File: config.mk
export PLATFORM = sky130hd
export DESIGN_NAME = fifo_wr_arbiter
export DESIGN_NICKNAME = d
export VERILOG_FILES = /design/src/rtl/fifo_wr_arbiter_pkg.sv /design/src/rtl/arb_rr_pick.sv /design/src/rtl/fifo_wr_arbiter.sv
export SDC_FILE = /design/constraint.sdc
export NUM_CORES = 1
export LEC_CHECK = 0
export ABC_AREA = 0
export ABC_CLOCK_PERIOD_IN_PS = 4500
export CORE_AREA = 2 2 54 56
export CTS_CLUSTER_DIAMETER = 100
export DETAILED_ROUTE_END_ITERATION = 8
export DIE_AREA = 0 0 56 58
export PLACE_DENSITY = 0.88
export SYNTH_ARGS = -nofsm -noshare
export SYNTH_HDL_FRONTEND = slang
export SYNTH_SLANG_ARGS = --single-unit
File: constraint.sdc
create_clock -name wclk -period 4.5 [get_ports wclk]
set_input_delay 1.125 -clock wclk [delete_from_list [all_inputs] [get_ports wclk]]
set_output_delay 1.125 -clock wclk [all_outputs]
set_load 0.1 [all_outputs]
File: src/rtl/fifo_wr_arbiter_pkg.sv
// ---------------------------------------------------------------------------
// fifo_wr_arbiter_pkg
//   Shared definitions for the Async_fifo write-port arbiter:
//     - arb_state_e : FSM encoding (ST_IDLE / ST_XFER)
//     - clog2()     : width helper, never returns less than 1 so that
//                     single-value counters still get a real bit
//   Derived widths used by the top level:
//     PTR_W = clog2(NUM_REQ), CNT_W = clog2(BURST_LEN+1)
// ---------------------------------------------------------------------------
package fifo_wr_arbiter_pkg;

    typedef enum logic {
        ST_IDLE = 1'b0,
        ST_XFER = 1'b1
    } arb_state_e;

    function automatic int clog2(input int value);
        int r;
        r = 0;
        while ((1 << r) < value) begin
            r = r + 1;
        end
        if (r < 1) begin
            r = 1;
        end
        return r;
    endfunction

endpackage

File: src/rtl/arb_rr_pick.sv
// ---------------------------------------------------------------------------
// arb_rr_pick
//   Combinational round-robin winner selection.
//   The request vector is rotated right by i_ptr (via a double-width copy),
//   the lowest set bit is isolated, and the one-hot result is rotated back.
//   The winner is therefore the first requester at or above i_ptr, wrapping.
// Ports
//   i_req    [NUM_REQ]  request vector
//   i_ptr    [PTR_W]    search start index (must be < NUM_REQ)
//   o_winner [NUM_REQ]  one-hot winner, 0 when no request
//   o_valid             at least one request present
// ---------------------------------------------------------------------------
module arb_rr_pick #(
    parameter int NUM_REQ = 4,
    parameter int PTR_W   = 2
) (
    input  logic [NUM_REQ-1:0] i_req,
    input  logic [PTR_W-1:0]   i_ptr,
    output logic [NUM_REQ-1:0] o_winner,
    output logic               o_valid
);

    logic [2*NUM_REQ-1:0] w_dbl;
    logic [NUM_REQ-1:0]   w_rot;
    logic [NUM_REQ-1:0]   w_rot_oh;
    logic [2*NUM_REQ-1:0] w_back;

    // Bit j of w_rot is req[(j + ptr) mod NUM_REQ].
    assign w_dbl    = {i_req, i_req} >> i_ptr;
    assign w_rot    = w_dbl[NUM_REQ-1:0];
    // Isolate the lowest set bit (two's complement trick).
    assign w_rot_oh = w_rot & (~w_rot + NUM_REQ'(1));
    // Rotate left by ptr; the upper half holds the wrapped result.
    assign w_back   = {w_rot_oh, w_rot_oh} << i_ptr;
    assign o_winner = w_back[2*NUM_REQ-1:NUM_REQ];
    assign o_valid  = |i_req;

endmodule

File: src/rtl/fifo_wr_arbiter.sv
// ---------------------------------------------------------------------------
// fifo_wr_arbiter
//   Shares the Async_fifo write port among NUM_REQ producers (wclk domain).
//   One producer is granted at a time for a burst of up to BURST_LEN words.
//
// Handshake: req[i] is the producer's valid; a word moves on a cycle where
//   ack[i]=1 (granted, valid, FIFO not full). The producer must hold its
//   word/last until acked; ack and wr_en are combinational in that cycle.
//
// Ports
//   wclk, rst_n        clock, asynchronous active-low reset
//   req      [N]       per-producer valid
//   req_data [N*D]     slice i = req_data[i*DATA_SIZE +: DATA_SIZE]
//   req_last [N]       current word of producer i ends its packet
//   ack      [N]       one-hot, word of producer i consumed this cycle
//   gnt      [N]       one-hot registered grant, 0 when idle
//   fifo_full          Async_fifo full flag
//   wr_en, wr_data     Async_fifo write interface (wr_data=0 when no write)
//   busy               1 while in XFER
//   dbg_state          current FSM state
//
// Configuration macro: ARB_FIXED_PRIO_EN
//   defined   -> lowest requesting index wins in IDLE, no rotation pointer
//   undefined -> round-robin starting after the last released producer
// ---------------------------------------------------------------------------
module fifo_wr_arbiter
    import fifo_wr_arbiter_pkg::*;
#(
    parameter int NUM_REQ   = 4,
    parameter int DATA_SIZE = 8,
    parameter int BURST_LEN = 4
) (
    input  logic                           wclk,
    input  logic                           rst_n,
    input  logic [NUM_REQ-1:0]             req,
    input  logic [NUM_REQ*DATA_SIZE-1:0]   req_data,
    input  logic [NUM_REQ-1:0]             req_last,
    output logic [NUM_REQ-1:0]             ack,
    output logic [NUM_REQ-1:0]             gnt,
    input  logic                           fifo_full,
    output logic                           wr_en,
    output logic [DATA_SIZE-1:0]           wr_data,
    output logic                           busy,
    output arb_state_e                     dbg_state
);

    localparam int PTR_W = clog2(NUM_REQ);
    localparam int CNT_W = clog2(BURST_LEN + 1);
    // Count value of the final word in a full-length burst.
    localparam logic [CNT_W-1:0] LAST_CNT = CNT_W'(BURST_LEN - 1);

    arb_state_e           r_state;
    logic [NUM_REQ-1:0]   r_gnt;
    logic [CNT_W-1:0]     r_burst_cnt;

    logic [PTR_W-1:0]     w_pick_ptr;
    logic [NUM_REQ-1:0]   w_pick_oh;
    logic                 w_pick_valid;
    logic [NUM_REQ-1:0]   w_ack;
    logic                 w_wr_en;
    logic [DATA_SIZE-1:0] w_wr_data;
    logic                 w_last;
    logic                 w_burst_end;
    logic                 w_withdraw;
    logic                 w_release;

`ifdef ARB_FIXED_PRIO_EN
    // Searching from index 0 makes the picker a plain priority encoder.
    assign w_pick_ptr = '0;
`else
    logic [PTR_W-1:0] r_ptr;
    logic [PTR_W-1:0] w_gnt_idx;
    logic [PTR_W-1:0] w_next_ptr;

    always_comb begin
        w_gnt_idx = '0;
        for (int i = 0; i < NUM_REQ; i++) begin
            if (r_gnt[i]) begin
                w_gnt_idx = PTR_W'(i);
            end
        end
    end

    assign w_next_ptr = (w_gnt_idx == PTR_W'(NUM_REQ - 1)) ? '0
                                                           : w_gnt_idx + PTR_W'(1);
    assign w_pick_ptr = r_ptr;
`endif

    arb_rr_pick #(
        .NUM_REQ (NUM_REQ),
        .PTR_W   (PTR_W)
    ) u_pick (
        .i_req    (req),
        .i_ptr    (w_pick_ptr),
        .o_winner (w_pick_oh),
        .o_valid  (w_pick_valid)
    );

    // r_gnt is zero outside XFER, so the state qualifier is belt-and-braces.
    assign w_ack = ((r_state == ST_XFER) && !fifo_full) ? (r_gnt & req) : '0;
    assign w_wr_en = |w_ack;

    always_comb begin
        w_wr_data = '0;
        for (int i = 0; i < NUM_REQ; i++) begin
            if (w_ack[i]) begin
                w_wr_data = req_data[i*DATA_SIZE +: DATA_SIZE];
            end
        end
    end

    assign w_last      = |(w_ack & req_last);
    assign w_burst_end = (r_burst_cnt == LAST_CNT);
    // Granted producer dropped its valid: give the port up even under full.
    assign w_withdraw  = (r_state == ST_XFER) && ((r_gnt & req) == '0);
    assign w_release   = w_withdraw || (w_wr_en && (w_last || w_burst_end));

    always_ff @(posedge wclk or negedge rst_n) begin
        if (!rst_n) begin
            r_state     <= ST_IDLE;
            r_gnt       <= '0;
            r_burst_cnt <= '0;
`ifndef ARB_FIXED_PRIO_EN
            r_ptr       <= '0;
`endif
        end else if (r_state == ST_IDLE) begin
            if (w_pick_valid) begin
                r_gnt       <= w_pick_oh;
                r_burst_cnt <= '0;
                r_state     <= ST_XFER;
            end
        end else begin
            if (w_release) begin
                r_gnt       <= '0;
                r_burst_cnt <= '0;
                r_state     <= ST_IDLE;
`ifndef ARB_FIXED_PRIO_EN
                r_ptr       <= w_next_ptr;
`endif
            end else if (w_wr_en) begin
                r_burst_cnt <= r_burst_cnt + CNT_W'(1);
            end
        end
    end

    assign ack       = w_ack;
    assign gnt       = r_gnt;
    assign wr_en     = w_wr_en;
    assign wr_data   = w_wr_data;
    assign busy      = (r_state == ST_XFER);
    assign dbg_state = r_state;

endmodule

Yosys cells after proc, flatten, opt, wreduce, memory -nomap -nowiden
Index checks and enable logic that the tools add are counted. W data, S select, Z words.

Bits of input ports: 43. Register bits: 10.

Bitwise operators: 4. Shifts and indexed selects: 2. Equal/unequal tests: 4. Add/sub/neg operators: 3. Reduce and logical (&&, ||, !) cells: 14. Multiplexer cells: 19.

Operator list (number): $mux W8 (4); $mux W4 (4); $and A4 B4 Y4 (3); $mux W3 (4); $reduce_or A4 Y1 (3); $shl A8 B2 Y8 (1); $shr A8 B2 Y4 (1); $mux W2 (3); $reduce_and A2 Y1 (3); $add A4 B1 Y4 const B (1); $logic_not A4 Y1 (1); $mux W1 (4); $not A4 Y4 (1); $add A3 B1 Y3 const B (1); $eq A3 B2 Y1 const B (1); $logic_and A1 B1 Y1 (3); $ne A3 B1 Y1 const B (1); $add A2 B1 Y2 const B (1); $eq A2 B2 Y1 const B (1); $logic_or A1 B1 Y1 (2); $ne A2 B1 Y1 const B (1); $reduce_bool A2 Y1 (1); $logic_not A1 Y1 (1).

Depth between registers and ports, before layout
Depth in word-level cells: 10. Mapped depth: 9.

Cells and area by module
A second synthesis with hierarchy kept.

Cell total of the unflattened synthesis: 119. Area, all modules: 964.7 um2.

Modules (own cells, without submodules): fifo_wr_arbiter (sequential area each 250.2 um2, times used 1, cells an instance 102, area an instance 858.3 um2); arb_rr_pick (sequential area each 0.0 um2, times used 1, cells an instance 17, area an instance 106.4 um2).

Worst setup path before layout
Ideal clock, no wire load.

Kind: input port to output port. Start: input port fifo_full. End: output port wr_data[0]. Path buffers: 1. Slack: -1611 ps. Stages: 5. Data required time: 3375 ps. Arrival: 4986 ps. Cell sequence: buf_6 -> and4b_1 -> a21boi_2 -> a221oi_1 -> o31ai_1.

Longest elaborated chain between the ends: 7.

RTL lines: start: declaration (RTL line fifo_wr_arbiter.sv:40) `input logic fifo_full,`; $logic_not A1 Y1 (RTL line fifo_wr_arbiter.sv:100) `assign w_ack = ((r_state == ST_XFER) && !fifo_full) ? (r_gnt & req) : '0;`; $logic_and A1 B1 Y1 (RTL line fifo_wr_arbiter.sv:100); $mux W4 (RTL line fifo_wr_arbiter.sv:100); net ack[0] (RTL line fifo_wr_arbiter.sv:38) `output logic [NUM_REQ-1:0] ack,`; $mux W8 (4 in a row) (RTL line fifo_wr_arbiter.sv:106) `if (w_ack[i]) begin`; end: declaration (RTL line fifo_wr_arbiter.sv:42) `output logic [DATA_SIZE-1:0] wr_data,`.

The timed path passes the listed nets, and every way through them passes these cells.

Worst setup path in the final report
Start: input port fifo_full. End: output port wr_data[5].

Longest elaborated chain between the ends: 7.

RTL lines (RTL line): $logic_not A1 Y1 (*) (fifo_wr_arbiter.sv:100); $logic_and A1 B1 Y1 (*) (fifo_wr_arbiter.sv:100); $mux W4 (*) (fifo_wr_arbiter.sv:100); $mux W8 (3 in a row) (fifo_wr_arbiter.sv:106); $mux W8 (*) (fifo_wr_arbiter.sv:106).

Mark *: on every way between the ends. The rest lies on a longest branch, timed or not.

==> impl_metrics.toml <==
[timing]
fmax_ghz = 0.235
relSlewSlack_pct = 34.7
maxSlewViolCount = 0
worst_hold_slack_ps = 483
rsz0062_at_grt = "no"
skew_ps = 6.91
fin_crit_ps = 4250
worst_pin_slew_ps = 976
finalSetupViolations = 0
fin_crit_sh_pct = 94.4
fin_tns_setup_ps = 0
hold_viol = 0
layout_setup_ws_ps = 252

[min_path]
hold_class = "flop to flop"

[clock_tree]
cts.repair.resized = 0
holdBufCountCts = 0
cts_tree = "done"
clock_path_buffers = 2
numCtsBuffers = 3
root_buffer = "clkbuf_4"
path_clk_slew_ps = 60
cts_num_sinks = 10
clk_latency_ps = 260
cts_setup_buffers = 0
h-tree-depth = 1

[yosys]
synth.largest_area_cell = "dfrtp_1"
ys_ff_latch = 10
ys_seq_area_share_pct = 25.4
synth_top_area_share_pct = 25.4
syn_area_per_cell_sq_um = 8.08
ys_types = 38
syn_area_sq_um = 986
yosys_warnings = 0
netlist_instances = 122
syn-num-nets = 167
ys_top_cells_by_area = "dfrtp_1 25%, a221oi_1 7.1%, o21ai_2 6.2%, o31ai_1 6.1%, nand2_1 4.6%"

[worst_setup_path]
cp_max_fo = 9
worst_setup_path_end_kind = "primary output"
critPathMaxStageDelay_ps = 580
critPathBufInv = 2
slowest_stage = "clkdlybuf4s50_1"
cp.required_ps = 3380
crit_chain = "clkdlybuf4s50_1 > and4b_2 > a21boi_2 > a221oi_1 > o31ai_4 > buf_12"
critPathTopFamily = "compound AO/OA/AOI/OAI gates"
crit_path_start_kind = "input pin"
worstPathArrival_ps = 3120
critPathKind = "input pin to primary output"

[global_route]
grt_pass1_vias = 1175
antenna_found_initial = 0
grt_usage_pct = 22.2
grt_pass1_wl_um = 5700
grt_max_degree = 19
gr-total-overflow = 0

[routing]
vias = 1214
vias_per_cell = 5.86
first_pass_iters = 4
post-route-drc-count = 0
ant_nets = 0
drt_iter0_drc = 97
routed_wirelength_um = 3460
routedWlPerCell_um = 16.7

[cells_and_area]
finalNetCount = 223
mostFrequentLayoutCell = "clkdlybuf4s50_1"
finalNonFillerCells = 207
layout_common_cells = "48 x clkdlybuf4s50_1, 12 x nor2_1, 12 x nand2_1"
n_antenna_cell = 0
area.growth.synth_to_final_pct = 83.6
drive_gt1_share_pct = 24.4
post-route-util_pct = 68.0
final_area_sq_um = 1810

[placed_design]
dpl-instance-area_sq_um = 1790
dp_cells = 204
portBuffers = 61
place_ws_ps = 253
gp_routability_congestion = 0.937
detailedPlacementHpwl_um = 2850

[power]
power.density_nw_per_um2 = 527
p_leak_nw = 0.703
ir_worst_vdd_v = 0.000437
p_total_uw = 954

[floorplan]
core_sq_um = 2660
rows = 19
dieArea_sq_um = 3250
fp.dieW_um = 56
pin_count = 62
start_util_pct = 37.0
dieHeight_um = 58

[flow_run]
drv_cap = 0

[status]
status = "completed"
registers in the layout, summed over array words and instances (netlist names):
register	count
r_burst_cnt	3
busy	1
gnt	4
r_ptr	2
synthesized netlist by cell type (all sizes together):
cell type	count
nor4b	1
nand3	6
o21ai	9
clkbuf	3
a31o	1
a21o	1
o31ai	8
a22oi	2
nand2	14
ha	2
a32o	1
nor2	13
and3	1
a32oi	2
inv	9
a21oi	8
a222oi	1
a2111oi	1
and2	2
o22ai	2
and4b	3
o2111ai	4
buf	8
o211ai	1
a21boi	1
a221oi	8
dfrtp	10
logic make-up (layout without fill, tap and decap cells):
kind of cell             after synthesis  count (layout)  share of synthesized area (%)
adder cells (fa/ha/maj)                2               2                           2.54
buffers and inverters                 20              74                           10.7
AND/OR/NAND/NOR                       40              40                           20.8
flip-flops                            10              10                           25.4
AO/OA/AOI/OAI                         50              50                           40.6
worst min-delay path: cells and delay by family (launching register included):
kind	cells	cell delay, ps
AOI/OAI and AO/OA	1	50
DFF	1	340
and+or+nand+nor	1	60
routing by layer:
metal  global-route usage (%)  part of all wire, %
met5                        0                    0
met1                     29.8                   42
met3                     3.35                  8.2
met4                     6.12                  1.2
met2                     37.6                   48
final timing paths:
kind	from	to	slack (ps)	cells past startpoint
worst max register to register	busy	gnt[3]	2130	8
worst max-delay path	fifo_full	wr_data[5]	250	6
min in group asynchronous	rst_n	gnt[3]	1180	1
worst min-delay path	r_burst_cnt[2]	r_burst_cnt[2]	480	2
worst min register to register	r_burst_cnt[2]	r_burst_cnt[2]	480	2
max in group asynchronous	rst_n	r_ptr[0]	3010	1
final cells by class:
| cell class | count | area [sq um] |
|---|---|---|
| Fill cell | 201 | 852 |
| Multi-Input combinational cell | 92 | 742 |
| Timing Repair Buffer | 62 | 723 |
| Sequential cell | 10 | 250 |
| Tap cell | 31 | 38.8 |
| Inverter | 9 | 33.8 |
| Clock buffer | 3 | 22.5 |
where the power goes:
group / leakage, nW / total [mW] / internal [mW] / switching (mW)
sequential: 0.130 / 0.185 / 0.120 / 0.0651
clock: 0.0138 / 0.0598 / 0.0308 / 0.0290
combinational: 0.559 / 0.709 / 0.232 / 0.477
total: 0.703 / 0.954 / 0.383 / 0.571
Note: power is estimated with default switching activity, not from simulation.
